File: src/rtl/shift_rows_pkg.sv
// Shared definitions for the ShiftRows / InvShiftRows engine:
// legal column counts, row offset table and buffer occupancy states.
package shift_rows_pkg;

    // Rijndael block sizes supported by the engine (columns per state)
    localparam int NB_LEGAL_N = 3;
    localparam logic [NB_LEGAL_N-1:0][7:0] NB_LEGAL = {8'd8, 8'd6, 8'd4};

    // Output buffer occupancy; TWO is only reachable with the skid entry
    typedef enum logic [1:0] {
        EMPTY = 2'd0,
        ONE   = 2'd1,
        TWO   = 2'd2
    } occ_e;

    function automatic bit nb_is_legal(input int nb);
        bit ok;
        ok = 1'b0;
        for (int i = 0; i < NB_LEGAL_N; i++) begin
            if (int'(NB_LEGAL[i]) == nb) ok = 1'b1;
        end
        return ok;
    endfunction

    // Row shift amounts: 0,1,2,3 for NB=4/6 and 0,1,3,4 for NB=8
    function automatic int row_off(input int nb, input int r);
        if (nb == 8 && r >= 2) return r + 1;
        return r;
    endfunction

endpackage

File: src/rtl/shift_rows_perm.sv
// Combinational forward / inverse Rijndael row rotation.
// Ports: din (state in), inv (1 = InvShiftRows), dout (permuted state).
// State byte n sits at bits [8(4NB-1-n) +: 8]; row = n mod 4, col = n div 4.
module shift_rows_perm
    import shift_rows_pkg::*;
#(
    parameter int NB = 4
) (
    input  logic [32*NB-1:0] din,
    input  logic             inv,
    output logic [32*NB-1:0] dout
);

    for (genvar r = 0; r < 4; r++) begin : g_row
        for (genvar c = 0; c < NB; c++) begin : g_col
            localparam int OFF   = row_off(NB, r);
            // forward pulls from the right, inverse from the left
            localparam int COL_F = (c + OFF) % NB;
            localparam int COL_I = (c + NB - OFF) % NB;
            localparam int DST   = 32*NB - 8 - 8*(4*c + r);
            localparam int SRC_F = 32*NB - 8 - 8*(4*COL_F + r);
            localparam int SRC_I = 32*NB - 8 - 8*(4*COL_I + r);

            assign dout[DST +: 8] = inv ? din[SRC_I +: 8]
                                        : din[SRC_F +: 8];
        end
    end

endmodule

File: src/rtl/shift_rows_pipe.sv
// Registered ShiftRows / InvShiftRows stage with valid/ready on both sides.
// Ports: clk, rst_n (async, active-low); in_valid/in_ready/in_inv/din
// upstream; out_valid/out_ready/dout/out_inv downstream; blk_cnt counts
// delivered blocks (wraps). Macro SHIFTROWS_SKID_EN adds a skid entry and
// makes in_ready a flop; otherwise a single register with in_ready
// combinational from out_ready.
module shift_rows_pipe
    import shift_rows_pkg::*;
#(
    parameter int NB    = 4,
    parameter int CNT_W = 16
) (
    input  logic               clk,
    input  logic               rst_n,
    input  logic               in_valid,
    output logic               in_ready,
    input  logic               in_inv,
    input  logic [32*NB-1:0]   din,
    output logic               out_valid,
    input  logic               out_ready,
    output logic [32*NB-1:0]   dout,
    output logic               out_inv,
    output logic [CNT_W-1:0]   blk_cnt
);

    localparam int W = 32*NB;

    if (!nb_is_legal(NB)) begin : g_bad_nb
        $error("shift_rows_pipe: NB must be 4, 6 or 8");
    end

    logic [W-1:0] perm_data;
    logic [W:0]   new_e;
    logic         in_xfer;
    logic         out_xfer;

    occ_e             state_q, state_d;
    logic [W:0]       head_q, head_d;
    logic [CNT_W-1:0] cnt_q, cnt_d;

    shift_rows_perm #(
        .NB (NB)
    ) u_perm (
        .din  (din),
        .inv  (in_inv),
        .dout (perm_data)
    );

    // stored entry: {permuted data, direction}
    assign new_e     = {perm_data, in_inv};
    assign out_valid = (state_q != EMPTY);
    assign in_xfer   = in_valid && in_ready;
    assign out_xfer  = out_valid && out_ready;
    assign dout      = head_q[W:1];
    assign out_inv   = head_q[0];
    assign blk_cnt   = cnt_q;

`ifdef SHIFTROWS_SKID_EN
    logic [W:0] skid_q, skid_d;
    logic       in_rdy_q;

    assign in_ready = in_rdy_q;
`else
    assign in_ready = !out_valid || out_ready;
`endif

    always_comb begin
        state_d = state_q;
        head_d  = head_q;
`ifdef SHIFTROWS_SKID_EN
        skid_d  = skid_q;
`endif
        cnt_d   = out_xfer ? cnt_q + CNT_W'(1) : cnt_q;
        unique case (state_q)
            EMPTY: begin
                if (in_xfer) begin
                    state_d = ONE;
                    head_d  = new_e;
                end
            end
            ONE: begin
                if (in_xfer) begin
                    // accept + drain: new block replaces head
                    if (out_xfer) head_d = new_e;
`ifdef SHIFTROWS_SKID_EN
                    else begin
                        state_d = TWO;
                        skid_d  = new_e;
                    end
`endif
                end else if (out_xfer) begin
                    state_d = EMPTY;
                end
            end
`ifdef SHIFTROWS_SKID_EN
            TWO: begin
                // in_ready is low here, so only a drain can happen
                if (out_xfer) begin
                    state_d = ONE;
                    head_d  = skid_q;
                end
            end
`endif
            default: state_d = EMPTY;
        endcase
    end

    always_ff @(posedge clk or negedge rst_n) begin
        if (!rst_n) begin
            state_q <= EMPTY;
            head_q  <= '0;
            cnt_q   <= '0;
        end else begin
            state_q <= state_d;
            head_q  <= head_d;
            cnt_q   <= cnt_d;
        end
    end

`ifdef SHIFTROWS_SKID_EN
    always_ff @(posedge clk or negedge rst_n) begin
        if (!rst_n) begin
            skid_q   <= '0;
            in_rdy_q <= 1'b1;
        end else begin
            skid_q   <= skid_d;
            in_rdy_q <= (state_d != TWO);
        end
    end
`endif

endmodule
File: config.mk
export PLATFORM = sky130hd
export DESIGN_NAME = shift_rows_pipe
export DESIGN_NICKNAME = d
export VERILOG_FILES = /design/src/rtl/shift_rows_pkg.sv /design/src/rtl/shift_rows_perm.sv /design/src/rtl/shift_rows_pipe.sv
export SDC_FILE = /design/constraint.sdc
export NUM_CORES = 1
export LEC_CHECK = 0
export ABC_AREA = 1
export CORE_MARGIN = 2
export CORE_UTILIZATION = 60
export CTS_CLUSTER_DIAMETER = 30
export DETAILED_ROUTE_END_ITERATION = 10
export DONT_BUFFER_PORTS = 1
export GPL_ROUTABILITY_DRIVEN = 0
export PLACE_DENSITY_LB_ADDON = 0.2
export SKIP_LAST_GASP = 1
export SLEW_MARGIN = 20
export SYNTH_ARGS = -nofsm -noshare
export SYNTH_HDL_FRONTEND = slang
export SYNTH_HIERARCHICAL = 1
export SYNTH_SLANG_ARGS = --single-unit
File: constraint.sdc
create_clock -name clk -period 1.7 [get_ports clk]
set_input_delay 0.51 -clock clk [delete_from_list [all_inputs] [get_ports clk]]
set_output_delay 0.51 -clock clk [all_outputs]
set_load 0.01 [all_outputs]
==> results of run 1 <==
-- Yosys cell counts, drive strengths merged --
cell type,n,share of area (%)
nand3,6,0.40
xor2,8,0.93
inv,22,1.1
buf,85,10
mux2,129,24
xnor2,2,0.23
ha,1,0.17
nand4,5,0.42
nand2,227,11
nor3,4,0.27
clkbuf,6,1.1
nor2,16,0.80
dfrtp,146,49
-- metrics by stage --
| stage | util [%] | std cells |
|---|---|---|
| global route | 62.8 | 774 |
| detailed placement | 57.9 | 743 |
| global placement | 57.9 | 743 |
| CTS | 62.8 | 774 |
| finish | 62.8 | 774 |
| floorplan | - | 657 |
-- final timing paths --
kind                                         from  cells past startpoint                       to
setup / recovery           state_q[0]$_DFFE_PN0P_                      2                 in_ready
setup reg to reg           state_q[0]$_DFFE_PN0P_                      7  blk_cnt[14]$_DFFE_PN0P_
hold reg to reg            blk_cnt[6]$_DFFE_PN0P_                      1   blk_cnt[6]$_DFFE_PN0P_
max in group asynchronous                   rst_n                      0   state_q[0]$_DFFE_PN0P_
min in group clk                         in_valid                      2   state_q[0]$_DFFE_PN0P_
hold / removal                              rst_n                      0   blk_cnt[8]$_DFFE_PN0P_
-- area by class of cell --
type                       count  share of cell area (%)
clock buffer                  20                    6.13
clock inverter                11                    1.66
inverter                      22                    1.09
multi-input combinational    398                    38.8
sequential                   146                    48.0
tap                          168                    2.76
timing repair buffer           9                    1.55
-- registers in the layout, indices dropped and copies added, names as in the netlist --
name and cells:
head_q 129, blk_cnt 16, state_q 1
-- routing by layer --
layer | part of all wire, % | track usage (%) | up-vias | routed length [µm]
met5 | 0 | 0 | - | 0
met3 | 11 | 10.1 | 22 | 1610
met1 | 37 | 25.1 | 2061 | 5510
met2 | 50 | 36.9 | 193 | 7570
li1 | - | - | 1911 | -
met4 | 2.3 | 9.21 | 0 | 345
-- critical path: stages (launching register included) --
cell	delay (ps)
dfrtp_2	460
nand2_4	120
buf_4	140
-- cells by family after synthesis --
group | count (synthesis)
xor+xnor | 10
fa+ha+maj | 1
buf+inv | 113
flops | 146
mux | 129
simple gates | 258
-- timing repair --
item,in CTS,in global routing
setup endpoints to repair,1,1
hold endpoints to repair,146,146
pin swaps,0,0
gates resized for setup,1,1
-- layout by cell type, fill, tap and decap left out --
cell type and count:
clkbuf_16 17, clkinv_2 2, ha_1 1, clkinvlp_4 4, nand2_8 1, inv_1 21, bufinv_16 2, buf_12 4
nand4_1 5, nand2_1 225, nand2_4 1, mux2_2 28, buf_4 5, xor2_1 8, inv_2 1, inv_6 3
nor2_1 16, dfrtp_1 145, nand3_1 6, mux2_4 101, xnor2_1 2, dfrtp_2 1, nor3_1 4, clkbuf_8 3
-- power by group through the flow --
stage | clock network (mW) | registers [mW] | logic (mW)
floorplan | 0 | 4.70 | 1.29
global placement | 0 | 4.86 | 1.25
detailed placement | 0 | 4.88 | 1.30
CTS | 3.77 | 4.83 | 1.31
global route | 3.96 | 4.89 | 1.42
finish | 3.70 | 4.82 | 1.30
==> qor.txt, run 1 <==
DRC = 0
Slew Limit Fails = 0
clock tree buffer depth = 2
Root Driver = clkbuf_16
failing checks = hold timing
Cells after Synth = 657
DR WL/cell = 19.4 µm
worst path required time = 1190 ps
Tot Pwr = 9.82 mW
drt first pass iters = 4
Synth cell types = 20
min-delay worst type = in2async
CP arrival = 1130 ps
part of the power in registers = 49.1%
Yosys warning count = 6
Clk Latency, worst-skew pair = 410 ps
register bit total from synthesis = 146
worst slack at placement = 118 ps
Syn Area/Cell = 11.4 µm²
IO Pins = 280
Core Box Area = 0.0121 mm²
Sink Count = 146
Initial Utilization = 62.1%
Clock H-tree levels = 4
sequential area share after synthesis = 48.6%
post-route minimum period = 1640 ps
max cap viols = 0
Pleak = 3.92 nW
postcts setup bufs = 0
largest family of logic cells by synthesized area = multiplexers
r2r setup slk = 230 ps
# rows = 40
Peak VDD IR = 750 µV
CTS tree = done
post-synthesis adder-cell area fraction = 0.166%
Finished Cell Area = 0.00761 mm²
FILL cells = 984
CTS Buf Count = 17
area of the multi-input gates = 0.00295 mm²
chip height = 116 µm
Syn Std Cell Area = 0.00752 mm²
FMAX = 611 MHz
Port Buf Inserts = 0
Comb pwr share = 13.2%
die area = 0.0134 mm²
placed cell area = 0.00701 mm²
post-synthesis xor/xnor area fraction = 1.16%
Final ANT Viol Nets = 0
Tcrit/Tclk final = 96.4%
initial antenna violation count = 0
pin count of the biggest net entering global routing = 147
fin worst setup slack = 62.0 ps
# nets final = 728
register area = 0.00365 mm²
total gr overflow = 0
Net Sw Frac = 27.2%
Crit. End Element = primary output
initial drt markers = 272
final hold slack = -204 ps
RSZ-0062 raised after global routing = no
endpoints failing setup = 0
worst-case clock skew = 4.33 ps
critical path class = reg2out
final hold vios = 146
multiplexer share of the synthesized area = 24.4%
clock power share = 37.7%
first-pass GRT wire length = 22700 µm
clock-pin slew on the worst setup and hold paths = 60 ps
syn_nets = 791
Slew headroom = 73.5%
Die X = 116 µm
sum of negative setup slack = 0 ps
status = finished, violations left
Tot GR Track Use = 22.3%
WL final = 15000 µm
ANT cells = 0
worst-path fanout max = 4
Pwr Density = 1290 mW/mm²
total number of vias = 4187
Avg Vias per Cell = 5.41
vias in the first global route = 4224
Layout area overhead = 1.16%
DPL Wire Length = 10800 µm
Synth Area in Simple Gates = 13.3%
switching power = 2.68 mW
transition time at the pin with the least slew margin = 397 ps
P_int = 7.14 mW
layout cells sized above 1 = 28.5%
Compound-Gate Fraction of Synth Area = 0%
Startpoint Class = flip-flop
Power figures use the tool's default switching activity.
==> inputs of run 2 (changes only) <==
- PLACE_DENSITY: default -> 0.87
- PLACE_DENSITY_LB_ADDON: 0.2 -> default
- clock period: 1.7 -> 1.6 ns (I/O delays scaled with it)
==> qor.txt, run 2 (same netlist as run 1, synthesis figures left out) <==
final hold slack = -243 ps (was -204 ps)
total gr overflow = 0 (unchanged)
Layout area overhead = 1.90% (was 1.16%)
Clock H-tree levels = 4 (unchanged)
min-delay worst type = in2async (unchanged)
CP arrival = 1070 ps (was 1130 ps)
Tot GR Track Use = 22.7% (was 22.3%)
Startpoint Class = flip-flop (unchanged)
layout cells sized above 1 = 28.8% (was 28.5%)
Pleak = 3.94 nW (was 3.92 nW)
critical path class = reg2out (unchanged)
initial drt markers = 313 (was 272)
# nets final = 732 (was 728)
RSZ-0062 raised after global routing = no (unchanged)
worst-path fanout max = 3 (was 4)
Reg with most FFs = head_q (unchanged)
DPL Wire Length = 11000 µm (was 10800 µm)
max cap viols = 0 (unchanged)
clock tree buffer depth = 2 (unchanged)
FMAX = 644 MHz
post-route minimum period = 1550 ps
Peak VDD IR = 797 µV (was 750 µV)
initial antenna violation count = 0 (unchanged)
WL final = 15600 µm (was 15000 µm)
postcts setup bufs = 0 (unchanged)
Root Driver = clkbuf_16 (unchanged)
Pwr Density = 1360 mW/mm² (was 1290 mW/mm²)
Initial Utilization = 62.1% (unchanged)
status = finished, violations left (unchanged)
Final ANT Viol Nets = 0 (unchanged)
Slew headroom = 72.4% (was 73.5%)
first-pass GRT wire length = 23300 µm (was 22700 µm)
vias in the first global route = 4527 (was 4224)
worst path required time = 1120 ps (was 1190 ps)
DR WL/cell = 20.1 µm (was 19.4 µm)
drt first pass iters = 4 (unchanged)
IO Pins = 280 (unchanged)
worst-case clock skew = 7.08 ps (was 4.33 ps)
Clk Latency, worst-skew pair = 420 ps (was 410 ps)
Slew Limit Fails = 0 (unchanged)
Core Box Area = 0.0121 mm² (unchanged)
Sink Count = 146 (unchanged)
die area = 0.0134 mm² (unchanged)
endpoints failing setup = 0 (unchanged)
DP Cell Count = 747 (was 743)
CTS Buf Count = 17 (unchanged)
clock-pin slew on the worst setup and hold paths = 60 ps (about the same)
final non-filler cell total = 779 (was 774)
Avg Vias per Cell = 5.50 (was 5.41)
Die X = 116 µm (unchanged)
sum of negative setup slack = 0 ps (unchanged)
Tcrit/Tclk final = 97.0%
chip height = 116 µm (unchanged)
final hold vios = 146 (unchanged)
Core Util, Final = 63.3% (was 62.8%)
CTS tree = done (unchanged)
Critical Path Start = state_q[0]$_DFFE_PN0P_ (unchanged)
failing checks = hold timing (unchanged)
leading cell types in the layout, fill and taps excluded = 225 x nand2_1, 146 x dfrtp_1, 101 x mux2_4 (was 225 x nand2_1, 145 x dfrtp_1, 101 x mux2_4)
total number of vias = 4283 (was 4187)
# rows = 40 (unchanged)
Reg2Reg Launch Point = state_q[0]$_DFFE_PN0P_ (unchanged)
transition time at the pin with the least slew margin = 412 ps (was 397 ps)
pin count of the biggest net entering global routing = 147 (unchanged)
DRC = 0 (unchanged)
Crit. End Element = primary output (unchanged)
most common cell after layout, fill and taps aside = nand2_1 (unchanged)
Port Buf Inserts = 0 (unchanged)
max reg flops = 129 (unchanged)
ANT cells = 0 (unchanged)
Tot Pwr = 10.4 mW (was 9.82 mW)
run 2: report_power, final:
group | leakage, nW | internal (mW) | switching [mW]
registers | 1.73 | 4.30 | 0.819
logic | 1.94 | 0.895 | 0.537
clock network | 0.271 | 2.31 | 1.53
run 2: path summary, 6_finish.rpt:
| path | end | slack (ps) | cells past startpoint |
|---|---|---|---|
| max | in_ready | 50 | 2 |
| min | head_q[121]$_DFFE_PN0P_ | -240 | 0 |
| max reg2reg | blk_cnt[14]$_DFFE_PN0P_ | 170 | 8 |
| min reg2reg | blk_cnt[4]$_DFFE_PN0P_ | 580 | 1 |
| max in group asynchronous | head_q[65]$_DFFE_PN0P_ | 1660 | 0 |
| min in group clk | state_q[0]$_DFFE_PN0P_ | 170 | 2 |
run 2: per-stage QoR:
step	hold slack (ps)	cell area, µm²	worst slack [ps]
floorplan	184	7520	162
global placement	187	7080	84.5
detailed placement	188	7080	56.8
CTS	-262	7660	7.21
global route	-264	7660	3.27
finish	-243	7660	47.8
run 2: timing repair:
action                                 4_1_cts  5_1_grt
endpoints found under the hold margin      146      146
setup endpoints to repair                    0        1
resized for setup                            0        1
run 2: per-layer routing:
| metal | vias to the layer above | routed length, µm | global-route usage, % |
|---|---|---|---|
| met2 | 224 | 8050 | 38.9 |
| met4 | 0 | 383 | 11.3 |
| met5 | - | 0 | 0 |
| li1 | 1924 | - | - |
| met3 | 43 | 1410 | 8.58 |
| met1 | 2092 | 5770 | 24.8 |
run 2: cell type report:
type	instances	area, µm²
clock buffers	22	484
clock inverters	10	98.8
fillers	885	4450
inverters	22	82.6
multi-input cells	398	2940
flip-flops and latches	146	3650
well taps	168	210
repair buffers	13	189
run 2: critical path, stage by stage (launching register included):
cell	delay, ps
dfrtp_1	400
nand2_2	130
buf_6	130
==> inputs of run 3 (changes only) <==
- CELL_PAD_IN_SITES_DETAIL_PLACEMENT: default -> 0
- CELL_PAD_IN_SITES_GLOBAL_PLACEMENT: default -> 1
- CORE_UTILIZATION: 60 -> 49
- PLACE_DENSITY: 0.87 -> 0.91
==> qor.txt, run 3 (same netlist as run 1, synthesis figures left out) <==
max reg flops = 129 (unchanged)
total gr overflow = 0 (unchanged)
failing checks = hold timing (unchanged)
max cap viols = 0 (unchanged)
ANT cells = 0 (unchanged)
total number of vias = 4171 (was 4283)
DR WL/cell = 18.7 µm (was 20.1 µm)
Avg Vias per Cell = 5.23 (was 5.50)
crit-path cells = nand2_2 -> buf_4 -> nand2_8 -> buf_12 -> mux2_4 (was nand2_2 -> buf_6)
Slew headroom = 75.1% (was 72.4%)
Peak VDD IR = 704 µV (was 797 µV)
area of the multi-input gates = 0.00294 mm² (unchanged)
transition time at the pin with the least slew margin = 370 ps (was 412 ps)
register area = 0.00365 mm² (unchanged)
final hold vios = 146 (unchanged)
CP arrival = 1820 ps (was 1070 ps)
DPL Wire Length = 10600 µm (was 11000 µm)
Pleak = 3.98 nW (was 3.94 nW)
chip height = 128 µm (was 116 µm)
Slew Limit Fails = 0 (unchanged)
FMAX = 658 MHz (was 644 MHz)
Critical Path Max Stage Delay = 390 ps (was 400 ps)
clock tree buffer depth = 2 (unchanged)
IO Pins = 280 (unchanged)
Initial Utilization = 49.8% (was 62.1%)
leading cell types in the layout, fill and taps excluded = 225 x nand2_1, 146 x dfrtp_1, 101 x mux2_4 (unchanged)
worst path required time = 1900 ps (was 1120 ps)
Crit. End Element = flip-flop (was primary output)
status = finished, violations left (unchanged)
Port Buf Inserts = 0 (unchanged)
Tot GR Track Use = 18.1% (was 22.7%)
# rows = 45 (was 40)
critical path class = reg2reg (was reg2out)
Core Box Area = 0.0151 mm² (was 0.0121 mm²)
post-route minimum period = 1520 ps (was 1550 ps)
Reg with most FFs = head_q (unchanged)
pin count of the biggest net entering global routing = 147 (unchanged)
Top delay family on crit path = buffers and inverters (was flip-flops)
Final ANT Viol Nets = 0 (unchanged)
# nets final = 731 (was 732)
worst-case clock skew = 7.34 ps (was 7.08 ps)
most common cell after layout, fill and taps aside = nand2_1 (unchanged)
worst-path fanout max = 41 (was 3)
Die X = 128 µm (was 116 µm)
Clock H-tree levels = 4 (unchanged)
drt first pass iters = 4 (unchanged)
CTS tree = done (unchanged)
CP max-delay cell = dfrtp_1 (unchanged)
Pwr Density = 1420 mW/mm² (was 1360 mW/mm²)
first-pass GRT wire length = 23100 µm (was 23300 µm)
layout cells sized above 1 = 28.6% (was 28.8%)
Layout area overhead = 2.91% (was 1.90%)
sum of negative setup slack = 0 ps (unchanged)
RSZ-0062 raised after global routing = no (unchanged)
FILL cells = 1319 (was 885)
Tcrit/Tclk final = 94.9% (was 97.0%)
initial drt markers = 211 (was 313)
final hold slack = -241 ps (was -243 ps)
Root Driver = clkbuf_16 (unchanged)
endpoints failing setup = 0 (unchanged)
Sink Count = 146 (unchanged)
CTS Buf Count = 17 (unchanged)
DRC = 0 (unchanged)
min-delay worst type = in2async (unchanged)
die area = 0.0164 mm² (was 0.0134 mm²)
Startpoint Class = flip-flop (unchanged)
initial antenna violation count = 0 (unchanged)
vias in the first global route = 4378 (was 4527)
clock-pin slew on the worst setup and hold paths = 60 ps (about the same)
Clk Latency, worst-skew pair = 420 ps (about the same)
Buf+Inv Stages, Crit Path = 2 (was 1)
WL final = 14900 µm (was 15600 µm)
post-CTS sizing = 0 (unchanged)
run 3: cell count changes in the layout (fill, tap and decap cells not counted), moves of 2 or more:
cell,delta
buf_4,+2
clkbuf_8,-3
clkinvlp_4,-4
buf_12,-2
bufinv_16,+5
run 3: power breakdown:
group	internal [mW]	switching [mW]	leakage, nW
clock network	2.97	1.54	0.324
registers	4.30	0.814	1.73
logic	0.884	0.515	1.92
total	8.15	2.87	3.98
run 3: stage by stage:
step	util (%)	area (µm²)	instances	worst slack (ps)	power (mW)
CTS	51.3	7740	797	75.4	11.1
finish	51.3	7740	797	81.0	11.0
floorplan	-	7520	657	162	6.36
detailed placement	46.8	7060	765	41.7	6.57
global route	51.3	7740	797	32.3	11.4
global placement	46.8	7060	765	73.7	6.47
run 3: layout make-up:
type	count	area share [%]
Inverter	22	1.07
Sequential cell	146	47.2
Timing Repair Buffer	12	1.97
Multi-Input combinational cell	398	38.0
Clock inverter	12	2.94
Tap cell	188	3.04
Clock buffer	19	5.72
run 3: layer usage:
metal	wire (µm)	vias to the layer above	part of all wire, %	global-route usage (%)
li1	-	1921	-	-
met1	5640	2004	38	19.7
met2	7530	212	50	31.1
met3	1400	34	9.4	7.22
met4	363	0	2.4	7.95
met5	0	-	0	0
run 3: what timing repair did:
action                                  4_1_cts  5_1_grt
endpoints found under the setup margin        1        0
setup buffers                                 1        0
hold endpoints to repair                    146      146
run 3: worst register-to-register path: stages, from the launching register on:
cell and delay (ps):
dfrtp_1 390, nand2_2 70, buf_4 150, nand2_8 110, buf_12 310, mux2_4 380
run 3: final timing paths:
path | from | end | slack [ps] | cells past startpoint
max in group asynchronous | rst_n | head_q[30]$_DFFE_PN0P_ | 1670 | 0
max | state_q[0]$_DFFE_PN0P_ | head_q[75]$_DFFE_PN0P_ | 80 | 5
min reg2reg | head_q[109]$_DFFE_PN0P_ | head_q[109]$_DFFE_PN0P_ | 580 | 1
min in group clk | in_valid | state_q[0]$_DFFE_PN0P_ | 180 | 2
min | rst_n | head_q[45]$_DFFE_PN0P_ | -240 | 0
max reg2reg | state_q[0]$_DFFE_PN0P_ | head_q[75]$_DFFE_PN0P_ | 80 | 5
